## src/rtl/fifo_rst_seq.sv

```systemverilog
`default_nettype none
// ============================================================================
// Module      : fifo_rst_seq
// Description : Write-domain reset/flush sequencer for an async FIFO, with a
//               handshake against the read domain's reset status.
// Revision    : 1.0
// ============================================================================
module fifo_rst_seq #(
    parameter int HOLD_CYC = 8,
    parameter int TO_CYC   = 1023,
    parameter int CNT_W    = 10
) (
    input  logic clk,
    input  logic rst,
    input  logic atpg_mode,
    input  logic flush_req,
    input  logic rd_rst_stat,
    input  logic err_clr,
    output logic fifo_rst_n,
    output logic wr_gate,
    output logic busy,
    output logic done,
    output logic err
);

    typedef enum logic [2:0] {
        S_ASSERT    = 3'd0,
        S_WAIT_ASRT = 3'd1,
        S_HOLD      = 3'd2,
        S_RELEASE   = 3'd3,
        S_WAIT_REL  = 3'd4,
        S_DONE      = 3'd5,
        S_IDLE      = 3'd6,
        S_ERR       = 3'd7
    } state_t;

    localparam logic [CNT_W-1:0] C_HOLD_LAST = CNT_W'(HOLD_CYC - 1);
    localparam logic [CNT_W-1:0] C_TO_LAST   = CNT_W'(TO_CYC - 1);
    localparam logic [CNT_W-1:0] C_CNT_ONE   = CNT_W'(1);

    state_t           r_state;
    state_t           w_state_nxt;
    logic [CNT_W-1:0] r_cnt;
    logic [CNT_W-1:0] w_cnt_nxt;
    logic             r_rd_meta;
    logic             r_rd_s;
    logic             r_fifo_rst_n;
    logic             r_wr_gate;
    logic             r_busy;
    logic             r_done;
    logic             r_err;
    logic             w_fifo_rst_n_nxt;
    logic             w_wr_gate_nxt;
    logic             w_busy_nxt;
    logic             w_done_nxt;
    logic             w_err_nxt;

    always_ff @(posedge clk) begin
        if (rst) begin
            r_state      <= S_ASSERT;
            r_cnt        <= '0;
            r_rd_meta    <= 1'b0;
            r_rd_s       <= 1'b0;
            r_fifo_rst_n <= 1'b0;
            r_wr_gate    <= 1'b1;
            r_busy       <= 1'b1;
            r_done       <= 1'b0;
            r_err        <= 1'b0;
        end else begin
            r_state      <= w_state_nxt;
            r_cnt        <= w_cnt_nxt;
            r_rd_meta    <= rd_rst_stat;
            r_rd_s       <= r_rd_meta;
            r_fifo_rst_n <= w_fifo_rst_n_nxt;
            r_wr_gate    <= w_wr_gate_nxt;
            r_busy       <= w_busy_nxt;
            r_done       <= w_done_nxt;
            r_err        <= w_err_nxt;
        end
    end

    always_comb begin
        w_state_nxt = r_state;
        w_cnt_nxt   = r_cnt;
        case (r_state)
            S_ASSERT: begin
                w_state_nxt = S_WAIT_ASRT;
                w_cnt_nxt   = '0;
            end
            S_WAIT_ASRT: begin
                if (r_rd_s) begin
                    w_state_nxt = S_HOLD;
                    w_cnt_nxt   = '0;
                end else if (r_cnt == C_TO_LAST) begin
                    w_state_nxt = S_ERR;
                    w_cnt_nxt   = '0;
                end else begin
                    w_cnt_nxt = r_cnt + C_CNT_ONE;
                end
            end
            // Hold is purely timed; rd_s is not consulted here
            S_HOLD: begin
                if (r_cnt == C_HOLD_LAST) begin
                    w_state_nxt = S_RELEASE;
                    w_cnt_nxt   = '0;
                end else begin
                    w_cnt_nxt = r_cnt + C_CNT_ONE;
                end
            end
            S_RELEASE: begin
                w_state_nxt = S_WAIT_REL;
                w_cnt_nxt   = '0;
            end
            S_WAIT_REL: begin
                if (!r_rd_s) begin
                    w_state_nxt = S_DONE;
                    w_cnt_nxt   = '0;
                end else if (r_cnt == C_TO_LAST) begin
                    w_state_nxt = S_ERR;
                    w_cnt_nxt   = '0;
                end else begin
                    w_cnt_nxt = r_cnt + C_CNT_ONE;
                end
            end
            S_DONE: begin
                w_state_nxt = S_IDLE;
            end
            S_IDLE: begin
                if (flush_req) begin
                    w_state_nxt = S_ASSERT;
                end
            end
            S_ERR: begin
                if (err_clr) begin
                    w_state_nxt = S_ASSERT;
                end
            end
            default: begin
                w_state_nxt = S_ASSERT;
                w_cnt_nxt   = '0;
            end
        endcase
    end

    // Outputs are registered from the next state so they carry no input paths
    always_comb begin
        w_fifo_rst_n_nxt = (w_state_nxt == S_RELEASE) || (w_state_nxt == S_WAIT_REL) ||
                           (w_state_nxt == S_DONE)    || (w_state_nxt == S_IDLE);
        w_wr_gate_nxt    = (w_state_nxt != S_IDLE);
        w_busy_nxt       = (w_state_nxt != S_IDLE) && (w_state_nxt != S_ERR);
        w_done_nxt       = (w_state_nxt == S_DONE);
        w_err_nxt        = (w_state_nxt == S_ERR);
    end

    assign fifo_rst_n = atpg_mode ? ~rst : r_fifo_rst_n;
    assign wr_gate    = r_wr_gate;
    assign busy       = r_busy;
    assign done       = r_done;
    assign err        = r_err;

endmodule
`default_nettype wire

```

## config.mk

```make
export PLATFORM = sky130hd
export DESIGN_NAME = fifo_rst_seq
export DESIGN_NICKNAME = d
export VERILOG_FILES = /design/src/rtl/fifo_rst_seq.sv
export SDC_FILE = /design/constraint.sdc
export NUM_CORES = 1
export LEC_CHECK = 0
export CORE_MARGIN = 4
export CORE_UTILIZATION = 55
export DETAILED_ROUTE_END_ITERATION = 10
export PLACE_DENSITY = 0.89
export SLEW_MARGIN = 20
export SYNTH_ARGS = -nofsm -noshare
export SYNTH_HDL_FRONTEND = slang
export SYNTH_SLANG_ARGS = --single-unit
```

## constraint.sdc

```tcl
create_clock -name clk -period 2.2 [get_ports clk]
set_input_delay 0.44 -clock clk [delete_from_list [all_inputs] [get_ports clk]]
set_output_delay 0.44 -clock clk [all_outputs]
set_load 0.02 [all_outputs]
```

==> results of run 1 <==
## registers in the layout, summed over array words and instances, names as in the netlist
signal        count
r_state           3
done              1
r_rd_s            1
busy              1
r_cnt            10
r_rd_meta         1
wr_gate           1
r_fifo_rst_n      1
err               1
## final cells by class
class / count / area (um^2) / share of cell area, %
inverters: 2 / 7.507 / 0.5900
clock buffers: 3 / 22.52 / 1.770
clock inverters: 1 / 30.03 / 2.360
repair buffers: 12 / 117.6 / 9.243
multi-input cells: 106 / 660.6 / 51.92
well taps: 27 / 33.78 / 2.655
flip-flops and latches: 20 / 400.4 / 31.47
## metrics by stage
| step | worst slack (ps) | hold slack, ps |
|---|---|---|
| 2_1_floorplan | 523.0 | 413.8 |
| 3_3_place_gp | 62.68 | 419.6 |
| 5_1_grt | 73.26 | 486.8 |
| 4_1_cts | 17.04 | 465.9 |
| 6_report | 305.4 | 468.4 |
| 3_5_place_dp | 21.07 | 450.6 |
## power by group
group          internal (mW)  switching [mW]  leakage [nW]  total (mW)
logic                 0.0527          0.0648         0.259       0.118
registers              0.373          0.0218         0.163       0.395
clock network          0.184           0.120        0.0279       0.304
total                  0.611           0.207         0.449       0.817
## how the worst max path moves through the flow
stage	slack (ps)	start	end
2_1_floorplan	520	r_cnt[1]	r_cnt[1]
3_3_place_gp	60	atpg_mode	fifo_rst_n
3_5_place_dp	20	atpg_mode	fifo_rst_n
4_1_cts	20	atpg_mode	fifo_rst_n
5_1_grt	70	r_cnt[0]	done
6_report	310	r_cnt[1]	done
## Yosys cell counts, types with 2 or more instances
cell type / n / share of area, %
sky130_fd_sc_hd__a21oi_1: 4 / 1.8
sky130_fd_sc_hd__nor2b_1: 6 / 3.4
sky130_fd_sc_hd__a31oi_1: 7 / 3.9
sky130_fd_sc_hd__nor3_1: 4 / 1.8
sky130_fd_sc_hd__nand4_1: 2 / 1.1
sky130_fd_sc_hd__nand3_1: 14 / 6.3
sky130_fd_sc_hd__inv_1: 2 / 0.67
sky130_fd_sc_hd__clkbuf_1: 2 / 0.67
sky130_fd_sc_hd__dfxtp_1: 20 / 36
sky130_fd_sc_hd__nand2_1: 20 / 6.7
sky130_fd_sc_hd__nand4b_1: 3 / 2.4
sky130_fd_sc_hd__a21o_1: 2 / 1.3
sky130_fd_sc_hd__o21ai_0: 3 / 1.3
sky130_fd_sc_hd__nor2_1: 11 / 3.7
sky130_fd_sc_hd__nor4b_1: 2 / 1.6
sky130_fd_sc_hd__ha_1: 2 / 2.2
sky130_fd_sc_hd__buf_2: 4 / 1.8
sky130_fd_sc_hd__nand3b_1: 2 / 1.3
sky130_fd_sc_hd__or3_1: 2 / 1.1
sky130_fd_sc_hd__o22ai_1: 2 / 1.1
sky130_fd_sc_hd__mux2i_1: 2 / 1.8
## logic make-up (layout without fill, tap and decap cells)
| family | Yosys count | in the layout | synth area share (%) |
|---|---|---|---|
| simple gates | 74 | 74 | 35.69 |
| buf+inv | 10 | 18 | 4.827 |
| mux | 3 | 3 | 2.806 |
| compound gates | 26 | 26 | 17.62 |
| flops | 20 | 20 | 35.91 |
| fa+ha+maj | 3 | 3 | 3.142 |
## repair_timing
| item | CTS | global route |
|---|---|---|
| setup buffers | 0 | 0 |
| endpoints found under the setup margin | 0 | 1 |
| gates resized for setup | 0 | 1 |
| hold buffers | 0 | 0 |
## per-layer routing
layer,GRT usage (%),up-vias,share of wire (%)
met5,0,-,0
met4,10.64,0,2.0
met3,4.789,7,5.8
met2,27.89,33,48
met1,23.10,455,45
li1,-,505,-
## worst register-to-register path, stage by stage, from the launching register on
cell	delay [ps]
sky130_fd_sc_hd__dfxtp_1	440
sky130_fd_sc_hd__ha_1	310
sky130_fd_sc_hd__nor4b_1	270
sky130_fd_sc_hd__nand4b_1	220
sky130_fd_sc_hd__nor2_1	230
sky130_fd_sc_hd__nor2_1	120
sky130_fd_sc_hd__nor4_2	220
==> run_results.csv, run 1 <==
group,metric,value,unit
clock_network,deepest_clock_path_buffer_count,2,
grt,maximum_number_of_pins_on_one_net_before_global_route_repair,19,
worst_setup_path,required,2430,ps
worst_setup_path,ff2ff_path_depth,6,
clock_network,sinks_on_clock_net,20,
pwr,power_per_cell_area,642.1,mW/mm^2
min_path,worst_hold_path.num_cells,1,
floorplanning,initial_core_util,57.41,%
min_path,holdPathEnd,"r_rd_s",
synthesis,synth.distinct_cells,41,
run,drv_cap,0,
pwr,vdd_ir_drop_max,509.1,uV
clock_network,clk_latency,310,ps
place,post_dp_cell_area,0.001217,mm^2
timing,period_share,86.12,%
worst_setup_path,reg2reg_slack,310,ps
synthesis,syn_area,0.001115,mm^2
cells_and_area,relative_area_change_from_synthesis_to_final_layout,14.14,%
worst_setup_path,timing.rr.start,"r_cnt[1]",
cells_and_area,post_route_cells_drive_above_1_share,9.722,%
worst_setup_path,crit_path_end_kind,"register",
cells_and_area,diodes,0,
synthesis,synthesis.nets,144,
clock_network,cts_made_buffers,3,
synthesis,syn-instance-count,136,
min_path,hold_start,"r_rd_meta",
drt,detail_route.wl_per_cell,13.51,um
synthesis,synth_sequential_area_ratio,35.91,%
timing,number_of_pins_with_negative_max_slew_slack_in_the_final_report,0,
clock_network,tritoncts,"built",
min_path,min_path_type,"reg2reg",
cells_and_area,layout.nets,153,
timing,worst_pin_slew,776.7,ps
worst_setup_path,critical_path.cell_chain,"ha_1, nor4b_1, nand4b_1, nor2_1, nor2_1, nor4_2",
drt,viasPerCell,5.848,
timing,relative_slew_margins,47.67,%
synthesis,synth_seq_cells,20,
worst_setup_path,cp_data_arrival_time,2120,ps
drt,first_pass_iters,4,
timing,final_hold_viols,0,
timing,finalSetupViolations,0,
worst_setup_path,critical-path-top-cell-by-count,"sky130_fd_sc_hd__nor2_1",
worst_setup_path,slowest_delay,440,ps
worst_setup_path,critical_path_depth,6,
timing,max_freq,527.8,MHz
pwr,static-leakage-power,0.4494,nW
grt,vias_in_the_first_global_route,868,
timing,fin_setup_tns,0,ps
drt,route.final.wire_length,2.311,mm
place,gp_congestion,0.8095,
synthesis,synth_warnings,0,
drt,initialDrtViolationCount,32,
place,placed_cells_incl_taps,167,
floorplanning,floorplan.die_area,0.002811,mm^2
cells_and_area,num-fill-cells,157,
place,hpwlAfterDp,1.647,mm
timing,clock_period_minus_final_worst_setup_slack,1895,ps
timing,rsz0062_at_grt,"no",
cells_and_area,final_cell_area,0.001272,mm^2
timing,fin_worst_skew,1.557,ps
worst_setup_path,critical_path_peak_fanout,6,
pwr,design_power_total,0.8170,mW
drt,drc,0,
drt,vias,1000,
status,outcome,"finished, final reports clean",
worst_setup_path,worst_path_cell_with_the_longest_stage_delay,"sky130_fd_sc_hd__dfxtp_1",
floorplanning,die_h,53.02,um
cells_and_area,most-common-layout-cells,"sky130_fd_sc_hd__nand2_1 (20), sky130_fd_sc_hd__dfxtp_1 (20), sky130_fd_sc_hd__nand3_1 (14)",
worst_setup_path,critPathLaunchType,"register",
synthesis,synth_edf_count,0,
cells_and_area,fin_util,65.53,%
synthesis,avgSynthCellArea,8.197,um^2
clock_network,cts.reportedPaths.clkPinSlew,120,ps
grt,wire_length_of_the_first_global_routing_pass,3.795,mm
grt,grtUsageTotal,18.34,%
floorplanning,die_x_extent,53.02,um
synthesis,synthFlopType,"sky130_fd_sc_hd__dfxtp_1",
clock_network,root_buffer,"sky130_fd_sc_hd__clkbuf_4",
grt,grt_antenna_before_repair,0,
floorplanning,io_pins,11,
floorplanning,placementRows,16,
floorplanning,coreArea,0.001942,mm^2
synthesis,proportion_of_register_bits_with_asynchronous_set_or_reset_after_synthesis,0,%
worst_setup_path,critical-path-top-delay-family,"simple AND/OR/NAND/NOR gates",
cells_and_area,finalNonFillerCells,171,
worst_setup_path,timing.setup.critical_path_class,"reg2reg",
drt,ant_nets,0,
clock_network,cts.htree.levels,1,
place,placement.io_buffers,10,
worst_setup_path,r2r-end,"done",
grt,grt_overflow,0,
worst_setup_path,cp_num_buf_inv,0,
No activity file was read; power rests on OpenSTA's default activity.
==> run 2: changes to the inputs <==
--- a/config.mk
+++ b/config.mk
@@ -5,6 +5,7 @@
 export SDC_FILE = /design/constraint.sdc
 export NUM_CORES = 1
 export LEC_CHECK = 0
+export CAP_MARGIN = 10
 export CORE_MARGIN = 4
 export CORE_UTILIZATION = 55
 export DETAILED_ROUTE_END_ITERATION = 10
==> results of run 2 <==
Final layout, timing and power as in run 1 (identical DEF).
==> run 3: changes to the inputs <==
--- a/config.mk
+++ b/config.mk
@@ -5,6 +5,7 @@
 export SDC_FILE = /design/constraint.sdc
 export NUM_CORES = 1
 export LEC_CHECK = 0
+export ABC_CLOCK_PERIOD_IN_PS = 2100
 export CAP_MARGIN = 10
 export CORE_MARGIN = 4
 export CORE_UTILIZATION = 55
==> constraint.sdc (replaced) <==
create_clock -name clk -period 2.1 [get_ports clk]
set_input_delay 0.42 -clock clk [delete_from_list [all_inputs] [get_ports clk]]
set_output_delay 0.42 -clock clk [all_outputs]
set_load 0.02 [all_outputs]
==> run_results.csv, run 3 (synthesis results as in run 1) <==
group,metric,value,unit
status,outcome,"finished, final reports clean",
timing,period_share,87.82,%
timing,finalSetupViolations,0,
worst_setup_path,critical-path-top-cell-by-count,"sky130_fd_sc_hd__nor2_1",
clock_network,sinks_on_clock_net,20,
timing,clock_period_minus_final_worst_setup_slack,1844,ps
clock_network,cts.reportedPaths.clkPinSlew,110,ps
timing,max_freq,542.2,MHz
clock_network,root_buffer,"sky130_fd_sc_hd__clkbuf_4",
worst_setup_path,critical_path.cell_chain,"ha_1, nor4b_1, nand4b_1, nor2_1, nor2_1, nor4_2",
cells_and_area,diodes,0,
floorplanning,die_h,53.02,um
floorplanning,initial_core_util,57.41,%
timing,final_hold_viols,0,
floorplanning,coreArea,0.001942,mm^2
grt,maximum_number_of_pins_on_one_net_before_global_route_repair,19,
worst_setup_path,cp_data_arrival_time,2070,ps
grt,wire_length_of_the_first_global_routing_pass,3.905,mm
worst_setup_path,timing.setup.critical_path_class,"reg2reg",
worst_setup_path,required,2330,ps
clock_network,deepest_clock_path_buffer_count,2,
place,placement.io_buffers,10,
timing,worst_pin_slew,491.2,ps
drt,first_pass_iters,4,
place,gp_congestion,0.8075,
worst_setup_path,critical-path-top-delay-family,"simple AND/OR/NAND/NOR gates",
floorplanning,io_pins,11,
floorplanning,floorplan.die_area,0.002811,mm^2
clock_network,cts.htree.levels,1,
worst_setup_path,worst_path_cell_with_the_longest_stage_delay,"sky130_fd_sc_hd__dfxtp_1",
timing,number_of_pins_with_negative_max_slew_slack_in_the_final_report,0,
min_path,min_path_type,"reg2reg",
drt,viasPerCell,5.948,
timing,relative_slew_margins,67.21,%
cells_and_area,largest_register_ff_count,10,
clock_network,tritoncts,"built",
floorplanning,die_x_extent,53.02,um
clock_network,post_cts_resized,1,
worst_setup_path,slowest_delay,430,ps
drt,initialDrtViolationCount,37,
pwr,vdd_ir_drop_max,586.4,uV
grt,grtUsageTotal,19.04,%
cells_and_area,biggestRegsByFlops,"r_cnt x10, r_state x3",
place,hpwlAfterDp,1.700,mm
worst_setup_path,cp_num_buf_inv,0,
run,drv_cap,0,
cells_and_area,most_flops_register,"r_cnt",
worst_setup_path,reg2reg_slack,260,ps
drt,route.final.wire_length,2.343,mm
floorplanning,placementRows,16,
clock_network,hold_buffers,0,
cells_and_area,relative_area_change_from_synthesis_to_final_layout,14.48,%
cells_and_area,finalNonFillerCells,172,
grt,vias_in_the_first_global_route,884,
drt,drc,0,
worst_setup_path,critPathLaunchType,"register",
cells_and_area,post_route_cells_drive_above_1_share,10.34,%
drt,detail_route.wl_per_cell,13.62,um
pwr,power_per_cell_area,668.7,mW/mm^2
pwr,static-leakage-power,0.4429,nW
grt,grt_antenna_before_repair,0,
grt,grt_overflow,0,
clock_network,clk_latency,310,ps
drt,vias,1023,
place,placed_cells_incl_taps,168,
cells_and_area,most-common-layout-cells,"sky130_fd_sc_hd__nand2_1 (20), sky130_fd_sc_hd__dfxtp_1 (20), sky130_fd_sc_hd__nand3_1 (14)",
clock_network,postCtsSetupBuffers,0,
worst_setup_path,crit_path_end_kind,"register",
pwr,design_power_total,0.8534,mW
clock_network,cts_made_buffers,3,
drt,ant_nets,0,
cells_and_area,layout.nets,154,
timing,rsz0062_at_grt,"no",
timing,fin_worst_skew,2.736,ps
cells_and_area,fin_util,65.72,%
cells_and_area,num-fill-cells,162,
worst_setup_path,critical_path_peak_fanout,6,
timing,fin_setup_tns,0,ps
## run 3: cell types whose count changed in the layout (fill, tap and decap cells not counted)
cell / previous run / this run
sky130_fd_sc_hd__dlygate4sd2_1: 0 / 1
sky130_fd_sc_hd__dlymetal6s2s_1: 1 / 0
sky130_fd_sc_hd__buf_4: 2 / 3
## run 3: worst paths after layout
kind | from | end | cells after the start
setup / recovery | r_cnt[1] | done | 6
hold / removal | r_rd_meta | r_rd_s | 1
hold reg to reg | r_rd_meta | r_rd_s | 1
setup reg to reg | r_cnt[1] | done | 6
## run 3: routing by layer
| layer | share of wire [%] | GRT usage (%) |
|---|---|---|
| met1 | 43 | 24.83 |
| met2 | 50 | 30.17 |
| met3 | 4.3 | 3.380 |
| met4 | 1.8 | 8.936 |
| met5 | 0 | 0 |
## run 3: cell type report
class	instances	area [um^2]	area share, %
inverter	2	7.507	0.5882
clock inverter	1	30.03	2.353
timing repair buffer	13	121.4	9.510
multi-input combinational	106	660.6	51.76
tap	27	33.78	2.647
clock buffer	3	22.52	1.765
sequential	20	400.4	31.37
## run 3: power breakdown
| group | switching [mW] | internal, mW |
|---|---|---|
| clock | 0.122 | 0.193 |
| sequential | 0.0224 | 0.391 |
| combinational | 0.0693 | 0.0554 |
## run 3: per-stage QoR
stage	hold slack [ps]	setup WS (ps)	cell area, um^2
finish	460.5	255.8	1276
global route	485.2	63.87	1276
CTS	461.5	242.5	1276
detailed placement	435.6	-5.632	1225
global placement	419.1	2.792	1225
floorplan	413.8	423.0	1115
